<file path="src/rtl/sdm_modulator.sv">
// sdm_modulator: PCM-to-bitstream sigma-delta modulator.
//
// Each accepted signed PCM sample is held for OSR bit-clock cycles. A noise-shaping loop emits
// one bit per cycle. The first bit appears in the cycle after acceptance. When the source does
// not supply a new sample at the end of a period, the old sample repeats and underrun pulses.
//
// Build option: define SDM_ORDER2_EN for a second-order CIFB loop with the input clamped to
// +/-(3/4)FS. When it is undefined, the block uses a first-order loop with no clamp.
//
// Ports:
//   clk        bit clock, all state on rising edge
//   rst_n      asynchronous active-low reset
//   valid_in   PCM sample valid
//   ready_in   block accepts a sample this cycle
//   din        signed PCM sample (DATA_W bits)
//   valid_out  dout carries a modulator bit
//   dout       bitstream, 1 = +FS, 0 = -FS
//   underrun   one-cycle pulse after a period ended with no new sample
module sdm_modulator #(
    parameter int unsigned DATA_W = 16,
    parameter int unsigned OSR    = 64,
    parameter int unsigned ACC_W  = 24
) (
    input  logic                     clk,
    input  logic                     rst_n,
    input  logic                     valid_in,
    output logic                     ready_in,
    input  logic signed [DATA_W-1:0] din,
    output logic                     valid_out,
    output logic                     dout,
    output logic                     underrun
);

    localparam int unsigned CNT_W = (OSR > 2) ? $clog2(OSR) : 1;
    // Two guard bits keep the unsaturated loop sums free of overflow.
    localparam int unsigned SUM_W = ACC_W + 2;

    localparam logic [CNT_W-1:0] CNT_LAST = CNT_W'(OSR - 1);
    localparam logic signed [SUM_W-1:0] FS_VAL =
        {{(SUM_W - DATA_W){1'b0}}, 1'b1, {(DATA_W - 1){1'b0}}};
    localparam logic signed [SUM_W-1:0] ACC_MAX = {3'b000, {(ACC_W - 1){1'b1}}};
    localparam logic signed [SUM_W-1:0] ACC_MIN = {3'b111, {(ACC_W - 1){1'b0}}};

    typedef enum logic [0:0] {StIdle, StRun} state_t;

    state_t                     state_q, state_d;
    logic [CNT_W-1:0]           cnt_q, cnt_d;
    logic signed [DATA_W-1:0]   sample_q, sample_d;
    logic signed [ACC_W-1:0]    i1_q, i1_d, i1_next;
    logic                       dout_q, dout_d, bit_next;
    logic                       underrun_q, underrun_d;
    logic signed [SUM_W-1:0]    fb, x_raw, x, sum1;

    function automatic logic signed [ACC_W-1:0] sat(input logic signed [SUM_W-1:0] v);
        if (v > ACC_MAX) begin
            return ACC_MAX[ACC_W-1:0];
        end else if (v < ACC_MIN) begin
            return ACC_MIN[ACC_W-1:0];
        end
        return v[ACC_W-1:0];
    endfunction

    assign fb    = dout_q ? FS_VAL : -FS_VAL;
    assign x_raw = {{(SUM_W - DATA_W){sample_q[DATA_W-1]}}, sample_q};
    assign sum1  = {{2{i1_q[ACC_W-1]}}, i1_q} + x - fb;
    assign i1_next = sat(sum1);

`ifdef SDM_ORDER2_EN
    localparam logic signed [SUM_W-1:0] CLAMP_HI = FS_VAL - (FS_VAL >>> 2);
    localparam logic signed [SUM_W-1:0] CLAMP_LO = -CLAMP_HI;

    logic signed [ACC_W-1:0] i2_q, i2_d, i2_next;
    logic signed [SUM_W-1:0] sum2;

    // Second-order loop is only stable for inputs within +/-(3/4)FS.
    assign x = (x_raw > CLAMP_HI) ? CLAMP_HI : ((x_raw < CLAMP_LO) ? CLAMP_LO : x_raw);
    assign sum2 = {{2{i2_q[ACC_W-1]}}, i2_q} + {{2{i1_next[ACC_W-1]}}, i1_next} - fb;
    assign i2_next  = sat(sum2);
    assign bit_next = ~i2_next[ACC_W-1];

    always_comb begin
        i2_d = i2_q;
        if (state_q == StRun) begin
            i2_d = i2_next;
        end
    end

    always_ff @(posedge clk or negedge rst_n) begin
        if (!rst_n) begin
            i2_q <= '0;
        end else begin
            i2_q <= i2_d;
        end
    end
`else
    assign x        = x_raw;
    assign bit_next = ~i1_next[ACC_W-1];
`endif

    always_comb begin
        state_d    = state_q;
        cnt_d      = cnt_q;
        sample_d   = sample_q;
        i1_d       = i1_q;
        dout_d     = dout_q;
        underrun_d = 1'b0;
        unique case (state_q)
            StIdle: begin
                if (valid_in) begin
                    sample_d = din;
                    cnt_d    = CNT_LAST;
                    state_d  = StRun;
                end
            end
            StRun: begin
                i1_d   = i1_next;
                dout_d = bit_next;
                if (cnt_q == '0) begin
                    cnt_d = CNT_LAST;
                    if (valid_in) begin
                        sample_d = din;
                    end else begin
                        // Source missed its slot: repeat the held sample.
                        underrun_d = 1'b1;
                    end
                end else begin
                    cnt_d = cnt_q - CNT_W'(1);
                end
            end
            default: state_d = StIdle;
        endcase
    end

    always_ff @(posedge clk or negedge rst_n) begin
        if (!rst_n) begin
            state_q    <= StIdle;
            cnt_q      <= '0;
            sample_q   <= '0;
            i1_q       <= '0;
            dout_q     <= 1'b0;
            underrun_q <= 1'b0;
        end else begin
            state_q    <= state_d;
            cnt_q      <= cnt_d;
            sample_q   <= sample_d;
            i1_q       <= i1_d;
            dout_q     <= dout_d;
            underrun_q <= underrun_d;
        end
    end

    assign ready_in  = (state_q == StIdle) || (cnt_q == '0);
    assign valid_out = (state_q == StRun);
    assign dout      = (state_q == StRun) && dout_q;
    assign underrun  = underrun_q;

endmodule

</file>
<file path="config.mk">
export PLATFORM = sky130hd
export DESIGN_NAME = sdm_modulator
export DESIGN_NICKNAME = d
export VERILOG_FILES = /design/src/rtl/sdm_modulator.sv
export SDC_FILE = /design/constraint.sdc
export NUM_CORES = 1
export LEC_CHECK = 0
export ABC_AREA = 0
export BUFFER_PORTS_ARGS = -buffer_cell sky130_fd_sc_hd__buf_4
export CAP_MARGIN = 20
export CELL_PAD_IN_SITES_DETAIL_PLACEMENT = 0
export CELL_PAD_IN_SITES_GLOBAL_PLACEMENT = 1
export CORE_UTILIZATION = 25
export CTS_BUF_LIST = sky130_fd_sc_hd__clkbuf_8 sky130_fd_sc_hd__clkbuf_16
export DETAILED_ROUTE_END_ITERATION = 8
export GPL_TIMING_DRIVEN = 0
export PLACE_DENSITY = 0.53
export SYNTH_ARGS = -nofsm -noshare
export SYNTH_HDL_FRONTEND = slang
export SYNTH_SLANG_ARGS = --single-unit
</file>
<file path="constraint.sdc">
create_clock -name clk -period 4.88 [get_ports clk]
set_input_delay 0.244 -clock clk [delete_from_list [all_inputs] [get_ports clk]]
set_output_delay 0.244 -clock clk [all_outputs]
set_load 0.02 [all_outputs]
</file>
==> flow_metrics.env <==
export IMPL_status="finished, violations left"
export IMPL_violations="hold timing"
export IMPL_grt_max_degree=50
export IMPL_ant_nets=0
export IMPL_required_ns=5.03
export IMPL_final_nets=504
export IMPL_rows=45
export IMPL_track_usage_pct=12.7
export IMPL_r2r_start="sample_q[0]"
export IMPL_core_sq_um=15100
export IMPL_cp_end_kind="flop"
export IMPL_synthArstFlopShare_pct=100
export IMPL_arrival_ns=4.93
export IMPL_yosysWarnings=0
export IMPL_gp_congestion=0.809
export IMPL_wl_per_cell_um=15.1
export IMPL_yosys_area_top_type="dfrtp_1"
export IMPL_period_share_pct=98.0
export IMPL_ff2ff_path_depth=23
export IMPL_hp_class="in2async"
export IMPL_cts_buffers=5
export IMPL_synth_cell_types=67
export IMPL_slowest_delay_ns=0.38
export IMPL_grt_pass1_wl_mm=16.1
export IMPL_ioPinCount=23
export IMPL_syn_inst=396
export IMPL_hold_viol=49
export IMPL_r2r_end="i1_q[15]"
export IMPL_antenna_cells=0
export IMPL_synth_edf_count=0
export IMPL_worst_pin_slew_ns=0.888
export IMPL_die_height_um=126
export IMPL_synth_avg_cell_area_sq_um=9.73
export IMPL_die_x_um=126
export IMPL_hold_slack_ns=-0.0199
export IMPL_syn_nets=453
export IMPL_start_util_pct=25.5
export IMPL_crit_chain="ha_2, inv_2, fa_2, nor2b_1, o21ai_1, a21oi_2, o2111ai_2, a31oi_4, o21a_1, a31oi_4, xnor2_2, ha_1, nor2b_4, nor2b_1, a311o_1, a211oi_2, o21a_2, a21oi_4, o221a_1, o211ai_4, buf_12, clkbuf_16, o221ai_2"
export IMPL_synth_seq_cells=49
export IMPL_period_needed_ns=4.78
export IMPL_r2r_slack_ns=0.1
export IMPL_yosysTopAreaCellShare_pct=31.8
export IMPL_relSlewSlack_pct=40.8
export IMPL_first_iter_violations=71
export IMPL_cts_root_buf="clkbuf_16"
export IMPL_grt_ovfl_total=0
export IMPL_maxSlewViolCount=0
export IMPL_first_pass_iters=6
export IMPL_synth_most_common_cell="dfrtp_1"
export IMPL_cts_sinks=49
export IMPL_vias=3104
export IMPL_utilization_pct=32.3
export IMPL_synth_top_cells_by_count="dfrtp_1 (49), ha_1 (36), inv_1 (33)"
export IMPL_rsz0062_at_grt="yes"
export IMPL_syn_area_sq_um=3850
export IMPL_finalSetupViolCount=0
export IMPL_crit_slowest_cell="fa_2"
export IMPL_skew_ns=0.00682
export IMPL_synth_area_leaders="dfrtp_1 (32%), ha_1 (12%), o221ai_2 (6.6%)"
export IMPL_vias_per_cell=4.88
export IMPL_dpl_hpwl_mm=6.81
export IMPL_synth_ff_type="dfrtp_1"
export IMPL_drc=0
export IMPL_worstSetupPathType="reg2reg"
export IMPL_wl_mm=9.59
export IMPL_clk_path_buf_depth=2
export IMPL_htree_levels=2
export IMPL_grt_pass1_vias=3196
export IMPL_cap_violations=0
export IMPL_worst_setup_path_start_kind="flop"
export IMPL_clk_latency_ns=0.29
export IMPL_place_inst=605
export IMPL_path_clk_slew_ns=0.07
export IMPL_area_delta_synth_final_pct=27.1
export IMPL_crit_fanout=6
export IMPL_cts_hold_buf=0
export IMPL_fin_cells=636
export IMPL_antenna_found_initial=0
export IMPL_die_area_sq_um=15900
export IMPL_layout_drive_gt1_share_pct=33.0
export IMPL_portBuffers=21
export IMPL_yosysSeqAreaShare_pct=31.8
export IMPL_cts_tree="built"
export IMPL_max_freq_mhz=209
## how the worst max path moves through the flow
stage                 from        to  slack [ns]  cells past startpoint
2_1_floorplan  sample_q[0]  i1_q[10]        0.29                     22
3_3_place_gp   sample_q[0]  i1_q[10]       -0.64                     22
3_5_place_dp   sample_q[0]  i1_q[10]       -0.63                     22
4_1_cts        sample_q[0]   i1_q[1]        0.01                     23
5_1_grt        sample_q[0]   i1_q[9]       -0.15                     24
6_report       sample_q[0]  i1_q[15]         0.1                     23
## final cells by class
class,count,area [sq um]
plain buffers,11,83.8
clock buffers,5,125
clock inverters,3,13.8
fillers,1541,10200
inverters,34,128
multi-input cells,301,2700
flip-flops and latches,49,1230
well taps,188,235
repair buffers,45,388
## registers in the layout, summed over array words and instances, names as in the netlist
register	count
dout_q	1
cnt_q	6
sample_q	16
underrun	1
valid_out	1
i1_q	24
## what timing repair did
action	4_1_cts	5_1_grt
gates resized for setup	25	36
endpoints found under the setup margin	23	23
endpoints found under the hold margin	0	0
pin swaps	10	31
gates cloned	1	1
setup buffers	15	8
## per-layer routing
metal	global-route usage, %	vias up	routed length (um)
met2	21.6	27	4550
met4	4.54	0	198
met3	1.70	10	107
li1	-	1573	-
met1	16.5	1494	4730
met5	0	-	0
## kinds of logic (layout without fill, tap and decap cells)
kind of cell | count (synthesis) | in the layout | share of synthesized area, %
compound gates | 120 | 120 | 26.4
simple gates | 100 | 100 | 12.9
flops | 49 | 49 | 31.8
buf+inv | 46 | 98 | 5.26
fa+ha+maj | 39 | 39 | 13.0
xor+xnor | 25 | 25 | 5.68
mux | 17 | 17 | 4.93
## metrics by stage
step / setup slack, ns / setup TNS [ns] / hold slack, ns / area (sq um)
2_1_floorplan: 0.293 / 0 / -0.0516 / 3850
3_3_place_gp: -0.641 / -13.58 / 0.329 / 4250
3_5_place_dp: -0.628 / -13.42 / 0.329 / 4250
4_1_cts: 0.0130 / 0 / 0.0122 / 4640
5_1_grt: -0.145 / -2.83 / 0.0481 / 4900
6_report: 0.0980 / 0 / -0.0199 / 4900
## critical path, delay by kind of cell, from the launching register on
family	cells	cell delay (ns)
flip-flops	1	0.36
buffers and inverters	3	0.35
AO/OA/AOI/OAI	13	2.43
adder cells (fa/ha/maj)	3	0.85
XOR/XNOR	1	0.22
AND/OR/NAND/NOR	3	0.39
## cell usage in the layout, fill, tap and decap left out, drive strengths merged, types with 7 or more instances in the layout
cell type,instances
dfrtp,49
buf,48
ha,36
inv,35
nand2,29
a21oi,29
nor2,18
o21ai,18
o221ai,17
mux2,16
xnor2,13
clkbuf,13
xor2,12
nor2b,10
a21o,8
nor3,8
nand3,7
Power is left out: the tool's default activity adds up to more than one toggle a clock period on the data nets, which glitch-free logic cannot reach.
